<file path="config.mk">
export PLATFORM = sky130hd
export DESIGN_NAME = uart_rx_param
export DESIGN_NICKNAME = d
export VERILOG_FILES = /design/src/rtl/uart_pkg.sv /design/src/rtl/uart_rx_sync.sv /design/src/rtl/uart_rx_param.sv
export SDC_FILE = /design/constraint.sdc
export NUM_CORES = 1
export LEC_CHECK = 0
export BUFFER_PORTS_ARGS = -buffer_cell sky130_fd_sc_hd__buf_2
export CORE_MARGIN = 2
export CORE_UTILIZATION = 56
export CTS_CLUSTER_DIAMETER = 100
export DETAILED_ROUTE_END_ITERATION = 8
export GPL_TIMING_DRIVEN = 0
export PLACE_DENSITY = 0.85
export SYNTH_ARGS = -nofsm -noshare
export SYNTH_HDL_FRONTEND = slang
export SYNTH_SLANG_ARGS = --single-unit
</file>
<file path="constraint.sdc">
create_clock -name clk -period 1.84 [get_ports clk]
set_input_delay 0 -clock clk [delete_from_list [all_inputs] [get_ports clk]]
set_output_delay 0 -clock clk [all_outputs]
set_load 0.1 [all_outputs]
</file>
<file path="src/rtl/uart_pkg.sv">
// Shared UART definitions: parity mode codes and receiver state encoding.
package uart_pkg;

  localparam int unsigned PARITY_NONE = 0;
  localparam int unsigned PARITY_ODD  = 1;
  localparam int unsigned PARITY_EVEN = 2;

  typedef enum logic [2:0] {
    S_IDLE   = 3'd0,
    S_START  = 3'd1,
    S_DATA   = 3'd2,
    S_PARITY = 3'd3,
    S_STOP   = 3'd4,
    S_BREAK  = 3'd5
  } rx_state_e;

endpackage

</file>
<file path="src/rtl/uart_rx_sync.sv">
// Multi-flop synchroniser for an asynchronous, idle-high serial line.
module uart_rx_sync #(
  parameter int unsigned STAGES = 2
) (
  input  logic clk,
  input  logic rst,
  input  logic d_i,
  output logic q_o
);

  logic [STAGES-1:0] sync_q;

  // Preset to 1 so a reset never looks like a start bit.
  always_ff @(posedge clk) begin
    if (rst) sync_q <= '1;
    else     sync_q <= {sync_q[STAGES-2:0], d_i};
  end

  assign q_o = sync_q[STAGES-1];

endmodule

</file>
<file path="src/rtl/uart_rx_param.sv">
// Parametrised UART receiver: 5-9 data bits LSB first, optional parity, 1-2 stop bits.
module uart_rx_param
  import uart_pkg::*;
#(
  parameter int unsigned CLKS_PER_BIT = 868,
  parameter int unsigned DATA_BITS    = 8,
  parameter int unsigned PARITY       = 0,
  parameter int unsigned STOP_BITS    = 1,
  parameter int unsigned SYNC_STAGES  = 2
) (
  input  logic                 clk,
  input  logic                 rst,
  input  logic                 rx,
  output logic [DATA_BITS-1:0] data_out,
  output logic                 valid,
  output logic                 parity_err,
  output logic                 frame_err,
  output logic                 busy
);

  if (CLKS_PER_BIT < 8 || DATA_BITS < 5 || DATA_BITS > 9 || PARITY > 2 ||
      STOP_BITS < 1 || STOP_BITS > 2 || SYNC_STAGES < 2) begin : g_bad_params
    $error("uart_rx_param: illegal parameter combination");
  end

  localparam int unsigned CW = $clog2(CLKS_PER_BIT);
  localparam int unsigned BW = $clog2(DATA_BITS + 1);
  localparam logic [CW-1:0] CNT_LAST  = CW'(CLKS_PER_BIT - 1);
  localparam logic [CW-1:0] CNT_MID   = CW'((CLKS_PER_BIT - 1) / 2);
  localparam logic [BW-1:0] BIT_LAST  = BW'(DATA_BITS - 1);
  localparam logic          STOP_LAST = 1'(STOP_BITS - 1);
  localparam logic          ODD_FLIP  = 1'(PARITY == PARITY_ODD);

  logic rxs;

  uart_rx_sync #(.STAGES(SYNC_STAGES)) u_sync (
    .clk (clk),
    .rst (rst),
    .d_i (rx),
    .q_o (rxs)
  );

  rx_state_e            state_q, state_d;
  logic [CW-1:0]        cnt_q, cnt_d;
  logic [BW-1:0]        bit_q, bit_d;
  logic                 stop_q, stop_d;
  logic [DATA_BITS-1:0] shreg_q, shreg_d;
  logic                 perr_q, perr_d;
  logic                 ferr_q, ferr_d;
  logic [DATA_BITS-1:0] data_q, data_d;
  logic                 valid_q, valid_d;
  logic                 perr_out_q, perr_out_d;
  logic                 ferr_out_q, ferr_out_d;
  logic                 tick, ferr_nx;

  always_ff @(posedge clk) begin
    if (rst) begin
      state_q    <= S_IDLE;
      cnt_q      <= '0;
      bit_q      <= '0;
      stop_q     <= 1'b0;
      shreg_q    <= '0;
      perr_q     <= 1'b0;
      ferr_q     <= 1'b0;
      data_q     <= '0;
      valid_q    <= 1'b0;
      perr_out_q <= 1'b0;
      ferr_out_q <= 1'b0;
    end else begin
      state_q    <= state_d;
      cnt_q      <= cnt_d;
      bit_q      <= bit_d;
      stop_q     <= stop_d;
      shreg_q    <= shreg_d;
      perr_q     <= perr_d;
      ferr_q     <= ferr_d;
      data_q     <= data_d;
      valid_q    <= valid_d;
      perr_out_q <= perr_out_d;
      ferr_out_q <= ferr_out_d;
    end
  end

  always_comb begin
    state_d    = state_q;
    cnt_d      = cnt_q + 1'b1;
    bit_d      = bit_q;
    stop_d     = stop_q;
    shreg_d    = shreg_q;
    perr_d     = perr_q;
    ferr_d     = ferr_q;
    data_d     = data_q;
    valid_d    = 1'b0;
    perr_out_d = perr_out_q;
    ferr_out_d = ferr_out_q;
    tick       = (cnt_q == CNT_LAST);
    ferr_nx    = ferr_q | ~rxs;

    unique case (state_q)
      S_IDLE: begin
        cnt_d  = '0;
        bit_d  = '0;
        stop_d = 1'b0;
        perr_d = 1'b0;
        ferr_d = 1'b0;
        if (!rxs) state_d = S_START;
      end
      S_START: begin
        if (cnt_q == CNT_MID) begin
          cnt_d   = '0;
          state_d = rxs ? S_IDLE : S_DATA;
        end
      end
      S_DATA: begin
        if (tick) begin
          cnt_d = '0;
          // Right shift: after DATA_BITS samples the first bit lands in bit 0.
          shreg_d = {rxs, shreg_q[DATA_BITS-1:1]};
          bit_d   = bit_q + 1'b1;
          if (bit_q == BIT_LAST) state_d = (PARITY != PARITY_NONE) ? S_PARITY : S_STOP;
        end
      end
      S_PARITY: begin
        if (tick) begin
          cnt_d   = '0;
          perr_d  = ^{shreg_q, rxs} ^ ODD_FLIP;
          state_d = S_STOP;
        end
      end
      S_STOP: begin
        if (tick) begin
          cnt_d  = '0;
          ferr_d = ferr_nx;
          stop_d = stop_q + 1'b1;
          if (stop_q == STOP_LAST) begin
            data_d     = shreg_q;
            valid_d    = 1'b1;
            perr_out_d = perr_q;
            ferr_out_d = ferr_nx;
            state_d    = ferr_nx ? S_BREAK : S_IDLE;
          end
        end
      end
      S_BREAK: begin
        cnt_d = '0;
        if (rxs) state_d = S_IDLE;
      end
      default: state_d = S_IDLE;
    endcase
  end

  assign data_out   = data_q;
  assign valid      = valid_q;
  assign parity_err = perr_out_q;
  assign frame_err  = ferr_out_q;
  assign busy       = (state_q != S_IDLE);

endmodule

</file>
==> results of run 1 <==
## what timing repair did
item | 4_1_cts | 5_1_grt
buffers inserted | 0 | 0
gates resized for setup | 0 | 7
hold endpoints to repair | 2 | 0
hold buffers | 2 | 0
setup endpoints to repair | 0 | 29
## stage by stage
stage	cell area (sq um)	hold slack, ns
6_report	2170	0.374
5_1_grt	2170	0.370
4_1_cts	2150	0.369
2_1_floorplan	1930	0.104
3_5_place_dp	2060	0.184
3_3_place_gp	2060	0.197
## cell type report
cell class / instances / share of cell area
plain buffers: 13 / 0.0467
clock buffers: 5 / 0.0173
clock inverters: 2 / 0.0161
inverters: 4 / 0.00692
multi-input cells: 164 / 0.465
flip-flops and latches: 41 / 0.380
well taps: 46 / 0.0265
repair buffers: 16 / 0.0415
## metal layers
metal	up-vias	track usage	routed length [microns]
met5	-	0	0
met1	743	0.285	1790
met4	0	0.0833	75
met3	9	0.0595	151
li1	807	-	-
met2	31	0.328	1850
## where the power goes
| group | leakage [nW] | switching [mW] | internal [mW] |
|---|---|---|---|
| Sequential | 0.332 | 0.0127 | 0.898 |
| Combinational | 0.418 | 0.134 | 0.0635 |
| Clock | 0.0410 | 0.285 | 0.277 |
| Total | 0.791 | 0.432 | 1.24 |
## kinds of logic after synthesis
logic type / synth area share
AOI/OAI and AO/OA: 0.130
xor gates and xnor gates: 0.0797
DFF: 0.425
muxes: 0.00518
and+or+nand+nor: 0.285
adders and majority gates: 0.0194
buffers and inverters: 0.0564
## worst reg2reg max path: stages (launching register included)
cell                       delay (ns)
sky130_fd_sc_hd__dfxtp_4         0.37
sky130_fd_sc_hd__ha_2            0.19
sky130_fd_sc_hd__nor4bb_4        0.26
sky130_fd_sc_hd__nand3_1         0.15
sky130_fd_sc_hd__or3_1           0.39
sky130_fd_sc_hd__buf_6           0.15
sky130_fd_sc_hd__nand2_1         0.06
sky130_fd_sc_hd__a21oi_1         0.06
## flip-flops by register name (all words and copies together) (netlist names)
| name | flops |
|---|---|
| perr_q | 1 |
| ferr_q | 1 |
| stop_q | 1 |
| cnt_q | 10 |
| bit_q | 4 |
| frame_err | 1 |
| parity_err | 1 |
| state_q | 3 |
| valid | 1 |
| shreg_q | 8 |
| data_out | 8 |
| u_sync.sync_q | 2 |
## worst max-delay path by stage
stage,startpoint,endpoint,slack [ns],depth (start not counted)
final,cnt_q[0]$_SDFF_PP0_,parity_err$_SDFFE_PP0P_,0.09,7
after global routing,cnt_q[0]$_SDFF_PP0_,cnt_q[2]$_SDFF_PP0_,-0.02,7
after CTS,cnt_q[0]$_SDFF_PP0_,parity_err$_SDFFE_PP0P_,0.03,7
after detailed placement,cnt_q[0]$_SDFF_PP0_,parity_err$_SDFFE_PP0P_,0.04,7
after global placement,cnt_q[0]$_SDFF_PP0_,data_out[6]$_SDFFE_PP0P_,0.06,7
after floorplan,state_q[1]$_SDFFE_PP0P_,bit_q[1]$_SDFFE_PP0P_,0.11,5
## placed cells by master, fill, tap and decap left out, types with 4 or more instances in the layout
cell type / count
sky130_fd_sc_hd__a21oi_1: 27
sky130_fd_sc_hd__and3_1: 4
sky130_fd_sc_hd__buf_2: 18
sky130_fd_sc_hd__buf_6: 4
sky130_fd_sc_hd__clkbuf_4: 5
sky130_fd_sc_hd__dfxtp_1: 39
sky130_fd_sc_hd__nand2_1: 33
sky130_fd_sc_hd__nand2b_1: 5
sky130_fd_sc_hd__nand3_1: 14
sky130_fd_sc_hd__nor2_1: 23
sky130_fd_sc_hd__nor3_1: 4
sky130_fd_sc_hd__o21ai_0: 4
sky130_fd_sc_hd__xnor2_1: 11
sky130_fd_sc_hd__xor2_1: 4
==> flow_summary.toml, run 1 <==
[clocking]
h-tree-depth = 2
clkLatencyLatePin_ns = 0.35
clk_pin_slew_ns = 0.12
clk_path_buf_depth = 2
cts-root-buf = "sky130_fd_sc_hd__clkbuf_4"
cts_made_buffers = 5
tritoncts = "done"
cts.sink_count = 41

[pwr]
fin_total_pwr_mw = 1.67
power.leakage_nw = 0.791
max-vdd-ir-drop_v = 0.000473
power.density_cell_area_nw_per_um2 = 769

[critical_path]
cp_data_required_time_ns = 2.08
crit_arrival_ns = 1.99
worstSetupPathType = "reg2reg"
cpMaxStageDelayCell = "sky130_fd_sc_hd__or3_1"
crit_path_max_incr_delay_ns = 0.39
worstReg2RegStart = "cnt_q[0]$_SDFF_PP0_"
worstReg2RegEnd = "parity_err$_SDFFE_PP0P_"
timing.critical_path.max_delay_family = "simple AND/OR/NAND/NOR gates"
timing.critical_path.to_type = "flop"
critical_path.n_buffers_inverters = 1
startpoint_type = "flop"
timing.reg2reg.worst_path_depth = 7
cp_cell_sequence = "ha_2 -> nor4bb_4 -> nand3_1 -> or3_1 -> buf_6 -> nand2_1 -> a21oi_1"
path_max_fanout = 10
reg2reg_setup_slack_ns = 0.09

[timing]
achievable-frequency_mhz = 570
finalSetupTns_ns = 0
timing.final.max_slew_violations = 0
clock_skew_ns = 0.00570
timing_worst_slew_pin_value_ns = 0.482
worst_slew_margin = 0.679
final_period_minus_worst_setup_slack_ns = 1.75
hold_viol = 0
setup_viol = 0
fin_crit_sh = 0.953
post-route-worst-setup-slack_ns = 0.0870

[global_routing]
grt_first_pass_wirelength_mm = 6.62
grt_overflow_total = 0
global_route_usage_sum = 0.213
first_global_vias = 1465
grt_start_max_net_pins = 13
antenna_found_initial = 0

[logic_synthesis]
synth-seq-cells = 41
netlist-cell-type-count = 44
most_used_dff_post_synth = "sky130_fd_sc_hd__dfxtp_1"
post-synth-top-count-cell = "sky130_fd_sc_hd__dfxtp_1"
share_of_synthesized_flip_flops_with_an_asynchronous_set_or_reset = 0
yosysWarnings = 0
synth.top_cells.by_count = "41 x sky130_fd_sc_hd__dfxtp_1, 33 x sky130_fd_sc_hd__nand2_1, 27 x sky130_fd_sc_hd__a21oi_1"
top_area_cell_type_share_of_the_netlist_area = 0.425
netlist.top_cell.by_area = "sky130_fd_sc_hd__dfxtp_1"
mappedNetlistArea_sq_um = 1930
synth.yosys.seq_area_share = 0.425
post_synth_inst_count = 222
synth_top_cells_by_area = "sky130_fd_sc_hd__dfxtp_1 43%, sky130_fd_sc_hd__a21oi_1 7.0%, sky130_fd_sc_hd__nand2_1 6.4%"
synth_enable_flop_cells = 0
synth.net_count = 228
syn_avg_cell_area_sq_um = 8.70

[min_path]
worstHoldStart = "rx"
holdPathEnd = "u_sync.sync_q[0]$_SDFF_PP1_"
timing.hold.worst.class = "in2reg"
timing.hold.worst_path_depth = 3

[finish]
antennaDiodeCount = 0
multiInputGateArea_sq_um = 1010
layout_cells_sized_above_1 = 0.212
ff_latch_area_sq_um = 826
synthToLayoutAreaGrowth_pct = 12.4
final_cell_count_no_fill = 291
fillers = 292
final_core_util = 0.656
finish.net_count = 251

[die]
core_region_area_sq_um = 3310
floorplan.die.width_microns = 62.7
initial_core_util = 0.583
die-height_microns = 62.7
num_rows = 21
ios = 15
die_area_sq_um = 3930

[routing]
drt.antenna.violating_nets = 0
post_drt_via_cell_ratio = 5.46
postRouteWirelength_mm = 3.86
dr_total_vias = 1590
dr.pass1.iters = 4
avgRoutedWirePerCell_microns = 13.3
drtIter0Drc = 77
drc = 0

[placement]
io_buffers = 14
gp_congestion = 0.880
dp_hpwl_mm = 2.66
dpl.cell_count = 282
post_placement_worst_setup_slack_ns = 0.0391

[outcome]
outcome = "finished, final reports clean"

[run]
cap_violations = 0
(Power assumes the default switching activity.)
==> run 2: changes to the inputs <==
--- a/config.mk
+++ b/config.mk
@@ -8,9 +8,9 @@
 export BUFFER_PORTS_ARGS = -buffer_cell sky130_fd_sc_hd__buf_2
 export CORE_MARGIN = 2
 export CORE_UTILIZATION = 56
+export CTS_BUF_LIST = sky130_fd_sc_hd__clkbuf_4 sky130_fd_sc_hd__clkbuf_8
 export CTS_CLUSTER_DIAMETER = 100
 export DETAILED_ROUTE_END_ITERATION = 8
-export GPL_TIMING_DRIVEN = 0
 export PLACE_DENSITY = 0.85
 export SYNTH_ARGS = -nofsm -noshare
 export SYNTH_HDL_FRONTEND = slang
==> flow_summary.toml, run 2 (same netlist as run 1, synthesis figures left out) <==
[finish]
most-common-layout-cells = "40 x sky130_fd_sc_hd__dfxtp_1, 33 x sky130_fd_sc_hd__nand2_1, 26 x sky130_fd_sc_hd__a21oi_1"
fillers = 285
synthToLayoutAreaGrowth_pct = 13.4
multiInputGateArea_sq_um = 1020
layout_cells_sized_above_1 = 0.228
finish.net_count = 251
final_core_util = 0.661
max_flop_register = "cnt_q"
largest_register_ffs = 10
final_common_cell = "sky130_fd_sc_hd__dfxtp_1"
antennaDiodeCount = 0
ff_latch_area_sq_um = 822

[global_routing]
grt_start_max_net_pins = 34
first_global_vias = 1457
global_route_usage_sum = 0.212
antenna_found_initial = 0
grt_first_pass_wirelength_mm = 6.47
grt_overflow_total = 0

[routing]
drt.antenna.violating_nets = 0
drtIter0Drc = 74
postRouteWirelength_mm = 3.90
dr.pass1.iters = 5
post_drt_via_cell_ratio = 5.41
avgRoutedWirePerCell_microns = 13.4
drc = 0
dr_total_vias = 1581

[critical_path]
reg2reg_setup_slack_ns = 0.10
timing.reg2reg.worst_path_depth = 7
worstReg2RegStart = "cnt_q[1]$_SDFF_PP0_"
worstReg2RegEnd = "cnt_q[1]$_SDFF_PP0_"
path_max_fanout = 9
startpoint_type = "flop"
crit_arrival_ns = 1.75
cp_data_required_time_ns = 1.84
timing.critical_path.to_type = "output port"
worstSetupPathType = "reg2out"

[outcome]
outcome = "finished, final reports clean"

[die]
core_region_area_sq_um = 3310
num_rows = 21
floorplan.die.width_microns = 62.7
ios = 15
die_area_sq_um = 3930
initial_core_util = 0.583
die-height_microns = 62.7

[timing]
setup_viol = 0
achievable-frequency_mhz = 570
clock_skew_ns = 0.00899
timing.final.max_slew_violations = 0
worst_slew_margin = 0.637
hold_viol = 0
final_period_minus_worst_setup_slack_ns = 1.75
timing_worst_slew_pin_value_ns = 0.545
fin_crit_sh = 0.953
rsz_0062_raised_after_global_routing = "no"
post-route-worst-setup-slack_ns = 0.0862

[clocking]
clkLatencyLatePin_ns = 0.37
tritoncts = "done"
cts_post_setup_buffers_inserted = 0
cts-root-buf = "sky130_fd_sc_hd__clkbuf_4"
clk_pin_slew_ns = 0.13
cts_made_buffers = 5
clk_path_buf_depth = 2
h-tree-depth = 2
cts.sink_count = 41

[pwr]
power.density_cell_area_nw_per_um2 = 806
max-vdd-ir-drop_v = 0.000606
power.leakage_nw = 0.796

[run]
cap_violations = 0

[placement]
gp_congestion = 0.824
io_buffers = 14
post_placement_worst_setup_slack_ns = -0.0178
dp_hpwl_mm = 2.71

[min_path]
timing.hold.worst.class = "in2reg"
worstHoldStart = "rst"
timing.hold.worst_path_depth = 2
holdPathEnd = "valid$_SDFF_PP0_"
==> run 2: cell count changes in the layout (fill, tap and decap cells not counted), moves of 2 or more <==
cell                            change
sky130_fd_sc_hd__buf_2              -5
sky130_fd_sc_hd__buf_4             +10
sky130_fd_sc_hd__buf_6              -3
sky130_fd_sc_hd__dlygate4sd3_1      -2
==> run 2: per-layer routing <==
metal  global-route usage  share of wire  up-vias
li1                     -              -      808
met1                0.244           0.45      748
met2                0.367           0.50       19
met3               0.0649          0.038        6
met4               0.0833          0.015        0
met5                    0              0        -
==> run 2: worst max path at each step <==
stage,depth (start not counted),endpoint,from
4_1_cts,7,cnt_q[8]$_SDFF_PP0_,cnt_q[1]$_SDFF_PP0_
5_1_grt,7,cnt_q[4]$_SDFF_PP0_,cnt_q[0]$_SDFF_PP0_
6_report,5,busy,state_q[0]$_SDFFE_PP0P_
3_3_place_gp,6,data_out[2]$_SDFFE_PP0P_,cnt_q[1]$_SDFF_PP0_
2_1_floorplan,5,bit_q[1]$_SDFFE_PP0P_,state_q[1]$_SDFFE_PP0P_
3_5_place_dp,6,data_out[3]$_SDFFE_PP0P_,cnt_q[1]$_SDFF_PP0_
==> run 2: layout make-up <==
| type | instances | area share |
|---|---|---|
| repair buffers | 28 | 0.0840 |
| multi-input cells | 165 | 0.467 |
| clock buffers | 6 | 0.0234 |
| well taps | 46 | 0.0263 |
| flip-flops and latches | 41 | 0.376 |
| clock inverters | 2 | 0.0172 |
| inverters | 4 | 0.00686 |
==> run 2: per-stage QoR <==
step                      TNS, ns  total power [mW]  hold WS [ns]  cell area (sq um)  std cells
after detailed placement  -0.0429              1.13         0.190               2060        282
final                           0              1.76        0.0901               2190        292
after CTS                       0              1.76        0.0926               2170        291
after global routing            0              1.82         0.124               2190        292
after global placement          0              1.13         0.189               2060        282
after floorplan                 0              1.08         0.104               1930        222
==> run 2: worst max-delay path: stages, from the launching register on <==
cell and delay [ns]:
sky130_fd_sc_hd__dfxtp_1 0.54, sky130_fd_sc_hd__buf_4 0.22, sky130_fd_sc_hd__nor3_1 0.06, sky130_fd_sc_hd__buf_4 0.17, sky130_fd_sc_hd__inv_1 0.10, sky130_fd_sc_hd__buf_4 0.30
==> run 2: what timing repair did <==
item / 4_1_cts / 5_1_grt
pin swaps: 0 / 3
gates resized for setup: 2 / 4
hold buffers: 1 / 0
cloned: 0 / 1
endpoints found under the hold margin: 1 / 0
setup endpoints to repair: 10 / 21
==> run 2: where the power goes <==
part | total (mW) | internal [mW] | switching [mW]
combinational | 0.207 | 0.0783 | 0.129
sequential | 0.916 | 0.898 | 0.0180
clock | 0.642 | 0.323 | 0.319
==> run 3: changes to the inputs <==
--- a/config.mk
+++ b/config.mk
@@ -5,13 +5,14 @@
 export SDC_FILE = /design/constraint.sdc
 export NUM_CORES = 1
 export LEC_CHECK = 0
-export BUFFER_PORTS_ARGS = -buffer_cell sky130_fd_sc_hd__buf_2
+export BUFFER_PORTS_ARGS = -buffer_cell sky130_fd_sc_hd__buf_4
 export CORE_MARGIN = 2
 export CORE_UTILIZATION = 56
 export CTS_BUF_LIST = sky130_fd_sc_hd__clkbuf_4 sky130_fd_sc_hd__clkbuf_8
 export CTS_CLUSTER_DIAMETER = 100
 export DETAILED_ROUTE_END_ITERATION = 8
 export PLACE_DENSITY = 0.85
+export SLEW_MARGIN = 20
 export SYNTH_ARGS = -nofsm -noshare
 export SYNTH_HDL_FRONTEND = slang
 export SYNTH_SLANG_ARGS = --single-unit
==> flow_summary.toml, run 3 (same netlist as run 1, synthesis figures left out) <==
[outcome]
outcome = "finished, final reports clean"

[timing]
timing_worst_slew_pin_value_ns = 0.494
setup_viol = 0
fin_crit_sh = 0.971
clock_skew_ns = 0.00289
worst_slew_margin = 0.670
achievable-frequency_mhz = 559
timing.final.max_slew_violations = 0
hold_viol = 0
post-route-worst-setup-slack_ns = 0.0526
final_period_minus_worst_setup_slack_ns = 1.79

[finish]
largest_register_ffs = 10
final_core_util = 0.660
finish.net_count = 246
most-common-layout-cells = "41 x sky130_fd_sc_hd__dfxtp_1, 33 x sky130_fd_sc_hd__nand2_1, 27 x sky130_fd_sc_hd__a21oi_1"
layout_cells_sized_above_1 = 0.207
final_cell_count_no_fill = 287
antennaDiodeCount = 0
max_flop_register = "cnt_q"
synthToLayoutAreaGrowth_pct = 13.2
final_common_cell = "sky130_fd_sc_hd__dfxtp_1"

[clocking]
cts.sink_count = 41
clk_path_buf_depth = 2
cts_made_buffers = 5
clkLatencyLatePin_ns = 0.34
clk_pin_slew_ns = 0.12
cts-root-buf = "sky130_fd_sc_hd__clkbuf_4"
h-tree-depth = 2
tritoncts = "done"
cts_post_setup_buffers_inserted = 0

[pwr]
power.leakage_nw = 0.782
power.density_cell_area_nw_per_um2 = 792
max-vdd-ir-drop_v = 0.000571

[global_routing]
first_global_vias = 1437
grt_start_max_net_pins = 34
global_route_usage_sum = 0.201
grt_overflow_total = 0
grt_first_pass_wirelength_mm = 6.27
antenna_found_initial = 0

[critical_path]
crit_path_max_incr_delay_ns = 0.46
timing.critical_path.to_type = "flop"
cp_cell_sequence = "ha_1 -> nor4bb_4 -> nand3_1 -> or3_4 -> nand2_1 -> a21oi_1"
startpoint_type = "flop"
cpMaxStageDelayCell = "sky130_fd_sc_hd__or3_4"
worstSetupPathType = "reg2reg"
critical_path.n_buffers_inverters = 0
cp_data_required_time_ns = 2.07
path_max_fanout = 10
crit_arrival_ns = 2.02
timing.critical_path.max_delay_family = "simple AND/OR/NAND/NOR gates"

[die]
die_area_sq_um = 3930
core_region_area_sq_um = 3310
floorplan.die.width_microns = 62.7
initial_core_util = 0.583
die-height_microns = 62.7
num_rows = 21
ios = 15

[routing]
drtIter0Drc = 76
wirelength_met1_mm = 1.80
met2_wirelength_mm = 1.78
dr_total_vias = 1534
drt.antenna.violating_nets = 0
avgRoutedWirePerCell_microns = 12.9
top_signal_layer_used = "met4"
drc = 0
post_drt_via_cell_ratio = 5.34
postRouteWirelength_mm = 3.71
dr.pass1.iters = 4
met3_length_microns = 105

[placement]
dp_hpwl_mm = 2.61
dpl.cell_count = 278
io_buffers = 14
gp_congestion = 0.894
post_placement_worst_setup_slack_ns = -0.00311

[run]
cap_violations = 0

[min_path]
timing.hold.worst.class = "in2reg"
==> run 3: timing repair <==
| action | 4_1_cts | 5_1_grt |
|---|---|---|
| endpoints found under the setup margin | 11 | 6 |
| endpoints found under the hold margin | 1 | 0 |
| gates resized for setup | 3 | 2 |
| hold buffers | 1 | 0 |
==> run 3: final timing paths <==
kind / from / endpoint / slack, ns / depth (start not counted)
max: cnt_q[1]$_SDFF_PP0_ / data_out[2]$_SDFFE_PP0P_ / 0.05 / 6
min reg2reg: u_sync.sync_q[0]$_SDFF_PP1_ / u_sync.sync_q[1]$_SDFF_PP1_ / 0.44 / 1
min: rst / bit_q[1]$_SDFFE_PP0P_ / 0.03 / 2
max reg2reg: cnt_q[1]$_SDFF_PP0_ / data_out[2]$_SDFFE_PP0P_ / 0.05 / 6
==> run 3: cell type report <==
type                            instances  area [sq um]
Fill cell                             267          1130
Multi-Input combinational cell        164          1020
Sequential cell                        41           821
Timing Repair Buffer                   24           186
Clock buffer                            7          58.8
Tap cell                               46          57.6
Clock inverter                          1          30.0
Inverter                                4          15.0
==> run 3: stage by stage <==
stage               hold WS (ns)  total power, mW  cell area (sq um)  setup TNS (ns)
global placement           0.191             1.12               2070               0
detailed placement         0.200             1.12               2070        -0.00381
CTS                       0.0168             1.74               2180               0
finish                    0.0330             1.73               2180               0
floorplan                  0.104             1.08               1930               0
global route              0.0288             1.80               2180         -0.0173
==> run 3: power breakdown <==
group / switching [mW] / internal, mW
sequential: 0.0178 / 0.897
clock: 0.283 / 0.339
combinational: 0.124 / 0.0672
==> run 3: layer usage <==
metal,global-route usage,vias up
li1,-,790
met1,0.247,721
met2,0.343,21
met3,0.0541,2
met4,0.0611,0
met5,0,-
